==> src/rtl/vga_pkg.sv <==
// Screen geometry and the pixel record carried from the tile drawers to vga_adapter.
package vga_pkg;

  localparam int nX          = 10;
  localparam int nY          = 9;
  localparam int COLOR_DEPTH = 9;
  localparam int SCREEN_W    = 640;
  localparam int SCREEN_H    = 480;

  typedef struct packed {
    logic [nX-1:0]          x;
    logic [nY-1:0]          y;
    logic [COLOR_DEPTH-1:0] color;
  } pixel_t;

endpackage

==> src/rtl/pixel_fifo.sv <==
// Single-clock pixel queue: write at wptr on push, head shown combinationally at rptr.
// Caller guarantees no push when full and no pop when empty.
module pixel_fifo import vga_pkg::*; #(
  parameter int DEPTH = 16
) (
  input  logic                     CLOCK_50,
  input  logic                     resetn,
  input  logic                     push,
  input  logic                     pop,
  input  pixel_t                   din,
  output pixel_t                   dout,
  output logic [$clog2(DEPTH):0]   count
);

  localparam int AW = $clog2(DEPTH);

  pixel_t          mem_q [DEPTH];
  logic [AW-1:0]   wptr_q, wptr_d;
  logic [AW-1:0]   rptr_q, rptr_d;
  logic [AW:0]     count_q, count_d;

  always_comb begin
    wptr_d  = push ? wptr_q + 1'b1 : wptr_q;
    rptr_d  = pop  ? rptr_q + 1'b1 : rptr_q;
    count_d = count_q;
    if (push && !pop) count_d = count_q + 1'b1;
    if (pop && !push) count_d = count_q - 1'b1;
  end

  always_ff @(posedge CLOCK_50 or negedge resetn) begin
    if (!resetn) begin
      wptr_q  <= '0;
      rptr_q  <= '0;
      count_q <= '0;
    end else begin
      wptr_q  <= wptr_d;
      rptr_q  <= rptr_d;
      count_q <= count_d;
    end
  end

  // Storage needs no reset: occupancy alone decides what is valid.
  always_ff @(posedge CLOCK_50) begin
    if (push) mem_q[wptr_q] <= din;
  end

  assign dout  = mem_q[rptr_q];
  assign count = count_q;

endmodule

==> src/rtl/pixel_write_arbiter.sv <==
// Round-robin grant of four tile drawers into a pixel FIFO, drained one pixel per cycle to vga_adapter.
// Grant-to-write latency 2 cycles with the FIFO empty; a full FIFO withholds all grants.
module pixel_write_arbiter import vga_pkg::*; #(
  parameter int N_REQ      = 4,
  parameter int FIFO_DEPTH = 16
) (
  input  logic                          CLOCK_50,
  input  logic                          resetn,
  input  logic [N_REQ-1:0]              req,
  input  logic [N_REQ*nX-1:0]           x_in,
  input  logic [N_REQ*nY-1:0]           y_in,
  input  logic [N_REQ*COLOR_DEPTH-1:0]  color_in,
  output logic [N_REQ-1:0]              gnt,
  output logic [nX-1:0]                 x,
  output logic [nY-1:0]                 y,
  output logic [COLOR_DEPTH-1:0]        color,
  output logic                          write,
  output logic [$clog2(FIFO_DEPTH):0]   fifo_count,
  output logic                          busy
);

  localparam int          AW   = $clog2(FIFO_DEPTH);
  localparam int          IW   = $clog2(N_REQ);
  localparam logic [AW:0] FULL = (AW+1)'(FIFO_DEPTH);

  logic [IW-1:0] last_q, last_d;
  logic [IW-1:0] grant_idx, scan_idx;
  logic          found;
  logic          fifo_push, fifo_pop;
  pixel_t        push_pix, head_pix;
  pixel_t        out_q, out_d;
  logic          write_q, write_d;

  // Scan starts just after the last winner so the previous winner is considered last.
  always_comb begin
    gnt       = '0;
    grant_idx = last_q;
    scan_idx  = last_q;
    found     = 1'b0;
    if (fifo_count != FULL) begin
      for (int k = 1; k <= N_REQ; k++) begin
        scan_idx = last_q + IW'(k);
        if (req[scan_idx] && !found) begin
          found         = 1'b1;
          gnt[scan_idx] = 1'b1;
          grant_idx     = scan_idx;
        end
      end
    end
  end

  assign fifo_push = found;
  assign fifo_pop  = (fifo_count != '0);

  always_comb begin
    push_pix.x     = x_in[grant_idx*nX +: nX];
    push_pix.y     = y_in[grant_idx*nY +: nY];
    push_pix.color = color_in[grant_idx*COLOR_DEPTH +: COLOR_DEPTH];
  end

  pixel_fifo #(.DEPTH(FIFO_DEPTH)) u_fifo (
    .CLOCK_50 (CLOCK_50),
    .resetn   (resetn),
    .push     (fifo_push),
    .pop      (fifo_pop),
    .din      (push_pix),
    .dout     (head_pix),
    .count    (fifo_count)
  );

  always_comb begin
    last_d  = fifo_push ? grant_idx : last_q;
    write_d = fifo_pop;
    out_d   = fifo_pop ? head_pix : out_q;
  end

  always_ff @(posedge CLOCK_50 or negedge resetn) begin
    if (!resetn) begin
      last_q  <= IW'(N_REQ - 1);
      out_q   <= '0;
      write_q <= 1'b0;
    end else begin
      last_q  <= last_d;
      out_q   <= out_d;
      write_q <= write_d;
    end
  end

  assign x     = out_q.x;
  assign y     = out_q.y;
  assign color = out_q.color;
  assign write = write_q;
  assign busy  = (fifo_count != '0) || write_q;

endmodule

==> config.mk <==
export PLATFORM = sky130hd
export DESIGN_NAME = pixel_write_arbiter
export DESIGN_NICKNAME = d
export VERILOG_FILES = /design/src/rtl/vga_pkg.sv /design/src/rtl/pixel_fifo.sv /design/src/rtl/pixel_write_arbiter.sv
export SDC_FILE = /design/constraint.sdc
export NUM_CORES = 1
export LEC_CHECK = 0
export CAP_MARGIN = 40
export CORE_MARGIN = 4
export CORE_UTILIZATION = 30
export DETAILED_ROUTE_END_ITERATION = 8
export PLACE_DENSITY = 0.57
export SLEW_MARGIN = 20
export SYNTH_ARGS = -nofsm -noshare
export SYNTH_HDL_FRONTEND = slang
export SYNTH_SLANG_ARGS = --single-unit
==> constraint.sdc <==
create_clock -name CLOCK_50 -period 7.53 [get_ports CLOCK_50]
set_clock_uncertainty 0.05 [all_clocks]
set_input_delay 1.1295 -clock CLOCK_50 [delete_from_list [all_inputs] [get_ports CLOCK_50]]
set_output_delay 1.1295 -clock CLOCK_50 [all_outputs]
set_load 0.02 [all_outputs]
# [Word level (Yosys, flattened, before mapping)]
# Memories as Yosys holds them, arrays and structs flattened. A register that Yosys moved wholly into a read port is not among the register bits.
# Cells that the tools add are included.
[word_totals] word_cells=89 mem_bits_rw=448 in_bits=118 output_inout_bits=39 mem_count=1 ff_bits=16
[mem_list] memory="u_fifo.mem_q" words=16 width=28 rd=1 rd_clocked_by_memory_dff=1 write_ports=1 line="pixel_fifo.sv:17" rtl="pixel_t mem_q [DEPTH];"
[op_classes] eq_ne=1 n_shift=3 addsub=7 n_reduce_logical=18 order_cmp=8 n_mul=2 bitwise=3 muxes=41
[ops] cell="indexed part select 36 x 7 -> 9 bit" count=2
[ops] cell="indexed part select 40 x 7 -> 10 bit" count=1
[ops] cell="two-way mux 4 bit" count=8
[ops] cell="two-way mux 1 bit" count=18
[ops] cell="less-than comparator 2 x 3 -> 1 bit (second input constant)" count=4
[ops] cell="OR 4 bit" count=3
[ops] cell="two-way mux 2 bit" count=5
[ops] cell="two-way mux 5 bit" count=2
[ops] cell="logical AND 1 bit" count=9
[ops] cell="adder 4 x 1 -> 4 bit (second input constant)" count=2
[ops] cell="binary-select mux 1 bit (select 2 bit)" count=4
[ops] cell="demux 1 bit (select 2 bit)" count=4
[ops] cell=">= comparator 2 x 1 -> 1 bit (second input constant)" count=4
[ops] cell="logical NOT 1 bit" count=6
[ops] cell="multiplier 2 x 4 -> 6 bit (second input constant)" count=1
[ops] cell="adder 5 x 1 -> 5 bit (second input constant)" count=1
[ops] cell="multiplier 2 x 3 -> 5 bit (second input constant)" count=1
[ops] cell="inequality test 5 bit (second input constant)" count=1
[ops] cell="nonzero test 5 bit" count=1
[ops] cell="subtractor 5 x 1 -> 5 bit (second input constant)" count=1
[ops] cell="adder 2 bit (second input constant)" count=2
[ops] cell="adder 2 x 1 -> 2 bit (second input constant)" count=1
[ops] cell="nonzero test 2 bit" count=1
[ops] cell="logical OR 1 bit" count=1

# [Longest topological paths before layout]
[depth] depth_word=20 ltp_mapped=14 depth_no_buf=11

# [Cells and area by module]
# From an unflattened synthesis, not the netlist that was laid out.
[unflattened] hier_cells=1184 hier_area_um2=21350.5
[by_module_without_submodules] mod="pixel_fifo" instances=1 area_each_um2=17553.1 seq_area_each_um2=13778.2 cells_each=775
[by_module_without_submodules] mod="pixel_write_arbiter" instances=1 area_each_um2=3797.4 seq_area_each_um2=778.2 cells_each=409

# [Least setup slack after synthesis]
# No wires, ideal clock.
[synth_timing] path_type="input to output" from="input port req[1]" to="output port gnt[0]" path_buffers=1 path_slack_ns=3.708 path_stages=5 arrival_time_ns=2.643 required_ns=6.350 cell_sequence="buf_2 > mux4_2 > a211oi_1 > a222oi_1 > a21oi_1"
[synth_between] elab_chain_cells=16 elab_cells_between_ends=31 classes_between="mux: 22; bitwise: 3; reduce/logical: 6"
[synth_lines] element="start, declared" line="pixel_write_arbiter.sv:9" rtl="input logic [N_REQ-1:0] req,"
[synth_lines] element="binary-select mux 1 bit (select 2 bit)" line="pixel_write_arbiter.sv:43" rtl="if (req[scan_idx] && !found) begin"
[synth_lines] element="two-way mux 1 bit (implied by the code)" line="pixel_write_arbiter.sv:43"
[synth_lines] element="two-way mux 1 bit" line="pixel_write_arbiter.sv:43"
[synth_lines] element="two-way mux 1 bit" line="pixel_write_arbiter.sv:40" rtl="if (fifo_count != FULL) begin"
[synth_lines] element="logical NOT 1 bit" line="pixel_write_arbiter.sv:43"
[synth_lines] element="logical AND 1 bit" line="pixel_write_arbiter.sv:43"
[synth_lines] element="two-way mux 1 bit" line="pixel_write_arbiter.sv:43"
[synth_lines] element="two-way mux 1 bit" line="pixel_write_arbiter.sv:40"
[synth_lines] element="logical NOT 1 bit" line="pixel_write_arbiter.sv:43"
[synth_lines] element="logical AND 1 bit" line="pixel_write_arbiter.sv:43"
[synth_lines] element="two-way mux 1 bit" line="pixel_write_arbiter.sv:43"
[synth_lines] element="two-way mux 1 bit" line="pixel_write_arbiter.sv:40"
[synth_lines] element="logical NOT 1 bit" line="pixel_write_arbiter.sv:43"
[synth_lines] element="logical AND 1 bit" line="pixel_write_arbiter.sv:43"
[synth_lines] element="two-way mux 4 bit (*)" line="pixel_write_arbiter.sv:43"
[synth_lines] element="two-way mux 4 bit (*)" line="pixel_write_arbiter.sv:40"
[synth_lines] element="end, declared" line="pixel_write_arbiter.sv:13" rtl="output logic [N_REQ-1:0] gnt,"
# Mark *: on every way between the ends. The rest lies on a longest branch, timed or not. The select of a mux whose other input is x is not followed.

# [Worst setup path in the final report]
[layout_timing] from="register last_q[0]" to="output port gnt[2]"
[layout_between] elab_chain_cells=17 elab_cells_between_ends=54 classes_between="add/sub: 3; order compare: 8; mux: 30; bitwise: 3; reduce/logical: 10"
[layout_lines] element="start, declared" line="pixel_write_arbiter.sv:26" rtl="logic [IW-1:0] last_q, last_d;"
[layout_lines] element="start signal, assigned" line="pixel_write_arbiter.sv:79" rtl="last_q <= IW'(N_REQ - 1);"
[layout_lines] element="start signal, assigned" line="pixel_write_arbiter.sv:83" rtl="last_q <= last_d;"
[layout_lines] element="parallel branches: the longest is 15 deep, another holds less-than comparator 2 x 3 -> 1 bit"
[layout_lines] element="two-way mux 4 bit (*)" line="pixel_write_arbiter.sv:43"
[layout_lines] element="two-way mux 4 bit (*)" line="pixel_write_arbiter.sv:40"
# Every way passes the cells marked *. The select of a mux whose other input is x is not followed.

==> results.md <==
* Status: completed
* Synth top area share at 0.669
* Crit path kind: reg2out
* Vias in the first global route at 11200
* Worst-path clk slew at 0.07 ns
* Slew HR at 0.436
* Post-Syn Instances at between 1000 and 1500
* Final Instance Count excl. Fillers at between 2000 and 2500
* Combinational fraction of design power at 0.395
* Sw Share at 0.344
* Top delay family on crit path: compound AO/OA/AOI/OAI gates
* CP most frequent cell: a21oi_1
* Area of the core at around 66000 um2
* Worst Tran Pin Value at approximately 0.85 ns
* Die area at slightly above 70000 um2
* DRC Markers at 0
* Post-DP HPWL at 29800 um
* Post-synth top area cell: edfxtp_1
* Synth top area cells: edfxtp_1, mux4_2, dfrtp_1
* Switching power at 0.00426 W
* Hold-fix buffer count after cts at 0
* Max Cap Viol at 0
* Lkg Pwr at roughly 8.1 nW
* Max IR drop VDD at roughly 240 uV
* Largest net degree at the start of global routing at 74
* Mapped Area at 20100 um2
* Layout Nets at between 1000 and 1500
* Cell internal pwr at 0.00811 W
* Routed Antenna Nets at 0
* Hold depth at 2
* Post-Synthesis Net Count at approximately 1200
* Reg2Reg Depth at 11
* Final Hold Vio Count at 0
* Final Util at 0.370
* CP max stage cell: dfstp_2
* Io pins at 157
* Area Growth Syn to Fin at 21.7%
* Final WL at approximately 52000 um
* Synth async-reset ratio at 0.0894
* Worst setup slack after layout at between 2 and 2.5 ns
* Req. time, crit path at about 6.4 ns
* CTS root buffer: clkbuf_16
* Post-CTS sizing at 0
* Setup TNS at 0 ns
* Max Root-Sink Buffers at 3
* # rows at 94
* Wire per inst at 24.1 um
* Fmax at 0.197 GHz
* First-pass GRT wire length at around 76000 um
* Yosys reg bits at 492
* Arr. time, crit path at roughly 4 ns
* Pre-CTS WS at between 2 and 2.5 ns
* Sink Count at 492
* # port buffers at 156
* Initial core utilization at 0.304
* Clk network pwr share at 0.188
* Ys flop type: edfxtp_1
* DR vias/cell at between 5 and 6
* Post-synth EDFFs at ~450
* Initial antenna violation count at 1
* Layout cells sized above 1 at 0.231
* Post-Place Cells at about 2000
* CTS tree: yes
* Die height at ~270 um
* Die W at roughly 270 um
* Reg power frac at 0.417
* Startpoint types: flip-flop
* CP endpoint kind: primary output
* First DRT Iteration DRCs at 950
* Cell Chain, Critical Path: inv_1, ha_1, nand2_1, nor2_1, a21oi_1, a211oi_1, a222oi_1, a21oi_1, clkdlybuf4s50_1
* Yosys Warn Count at 0
* Layout fillers at about 6100
* Bufs and invs on worst path at 2
* Gr usage total at 0.145
* Pwr Density at approximately 510 nW/um2
* CP peak stage delay at around 0.81 ns
* Netlist cell types at 45
* Final Cycle Share at 0.673
* Worst hold-check path type: reg2reg
* Clock Latency Late Sink at between 0.5 and 0.6 ns
* Worst path depth at 9
* Grt total ovfl at 0
* Unrepaired setup endpoints after global routing: no
* Vias at 10900
* Post-CTS Setup Inserts at 0
* Drt first pass iters at 6
* Slew Viols, Final at 0
* CP Max Fanout at 21
* Placer's final routability congestion estimate at 0.802
* # setup viols final at 0
* Seq/Total Area, Yosys at 0.724
* CTS H-Tree Depth at 2
* Minimum clock period at ~5.1 ns
* TritonCTS buffer count at between 40 and 50
* Post-Syn Area per Cell at ~19 um2
==> cell type report <==
type                       count  area, um2  share of cell area
timing repair buffer         215       2050              0.0838
sequential                   492      14600               0.596
clock inverter                16        173             0.00706
inverter                      12       45.0             0.00184
multi-input combinational    493       5180               0.212
antenna                        1       2.50            0.000102
tap                          864       1080              0.0442
clock buffer                  71       1350              0.0551
==> logic make-up (layout without fill, tap and decap cells) <==
| kind of cell | count (synthesis) | in the layout | synth area share |
|---|---|---|---|
| adder cells (fa/ha/maj) | 17 | 17 | 0.0110 |
| flip-flops | 492 | 492 | 0.724 |
| buffers and inverters | 76 | 314 | 0.0202 |
| other | 0 | 1 | 0 |
| AO/OA/AOI/OAI | 87 | 87 | 0.0304 |
| AND/OR/NAND/NOR | 233 | 233 | 0.0485 |
| XOR/XNOR | 10 | 10 | 0.00436 |
| multiplexers | 146 | 146 | 0.161 |
==> stage by stage <==
step                total power [W]  hold WS, ns  cell area (um2)
finish                       0.0124        0.413            24400
global route                 0.0130        0.438            24400
CTS                          0.0124        0.421            24300
detailed placement           0.0100        0.406            22800
global placement            0.00972        0.407            22600
floorplan                   0.00824        0.443            20100
==> per-layer routing <==
layer  global-route usage  vias to the layer above  wire length (um)
met5                    0                        -                 0
met4               0.0300                        0               864
met3               0.0271                       60              3300
met2                0.236                      434             24800
met1                0.205                     5808             23300
li1                     -                     4645                 -
==> synth_stat cells (2+ instances only) <==
master    instances
a211o_1           2
mux2i_1           2
nor4_1            3
xnor2_1          10
buf_6            10
nand2b_1          2
a222oi_1          4
dfstp_2           2
buf_4             5
and2_1           17
buf_2            21
nor2_1           14
a211oi_1          4
nand4_1           2
inv_2             3
edfxtp_1        448
a31oi_1           2
mux2_2            2
o21ai_0           3
dfrtp_1          42
ha_1             16
nand2_1         185
or3_1             2
a21oi_1          37
a32oi_1          28
clkbuf_1         27
inv_1             9
mux4_2          142
==> power by group through the flow <==
stage / combinational [W] / clock, W / sequential [W]
after floorplan: 0.00307 / 0 / 0.00517
after global placement: 0.00434 / 0 / 0.00538
after detailed placement: 0.00478 / 0 / 0.00525
after CTS: 0.00479 / 0.00238 / 0.00520
after global routing: 0.00530 / 0.00250 / 0.00523
final: 0.00488 / 0.00233 / 0.00516
==> layout by cell type, fill, tap and decap left out, types with 4 or more instances in the layout <==
cell             count
inv_1                9
and2_2              16
xnor2_1             10
mux4_2             142
edfxtp_1           448
clkdlybuf4s50_1    155
buf_2               11
clkbuf_16           48
a21oi_1             37
clkbuf_4            11
nand2_1            185
dfrtp_1             39
a211oi_1             4
clkbuf_1            17
buf_4               32
ha_1                16
a32oi_1             28
clkinv_2             6
a222oi_1             4
nor2_1              13
clkbuf_8             6
==> path summary, 6_finish.rpt <==
path / startpoint / end / slack [ns]
setup / recovery: last_q[0]$_DFFE_PN1P_ / gnt[2] / 2.46
hold / removal: color[1]$_DFFE_PN0P_ / color[1]$_DFFE_PN0P_ / 0.41
setup reg to reg: last_q[0]$_DFFE_PN1P_ / u_fifo.mem_q[14][11]$_DFFE_PP_ / 3.07
hold reg to reg: color[1]$_DFFE_PN0P_ / color[1]$_DFFE_PN0P_ / 0.41
max in group asynchronous: resetn / last_q[1]$_DFFE_PN1P_ / 6.37
min in group asynchronous: resetn / x[7]$_DFFE_PN0P_ / 0.51
==> worst register-to-register path: cells and delay by family, from the launching register on <==
kind | cells | cell delay [ns]
adders and majority gates | 1 | 0.52
AOI/OAI and AO/OA | 4 | 1.14
DFF | 1 | 0.81
muxes | 1 | 0.35
buffers and inverters | 5 | 1.42
==> registers in the layout (all words and copies together) (netlist names) <==
| register | cells |
|---|---|
| u_fifo.wptr_q | 4 |
| u_fifo.rptr_q | 4 |
| color | 9 |
| last_q | 2 |
| y | 9 |
| write | 1 |
| x | 10 |
| u_fifo.mem_q | 448 |
| u_fifo.count | 5 |
Power figures use the tool's default switching activity.
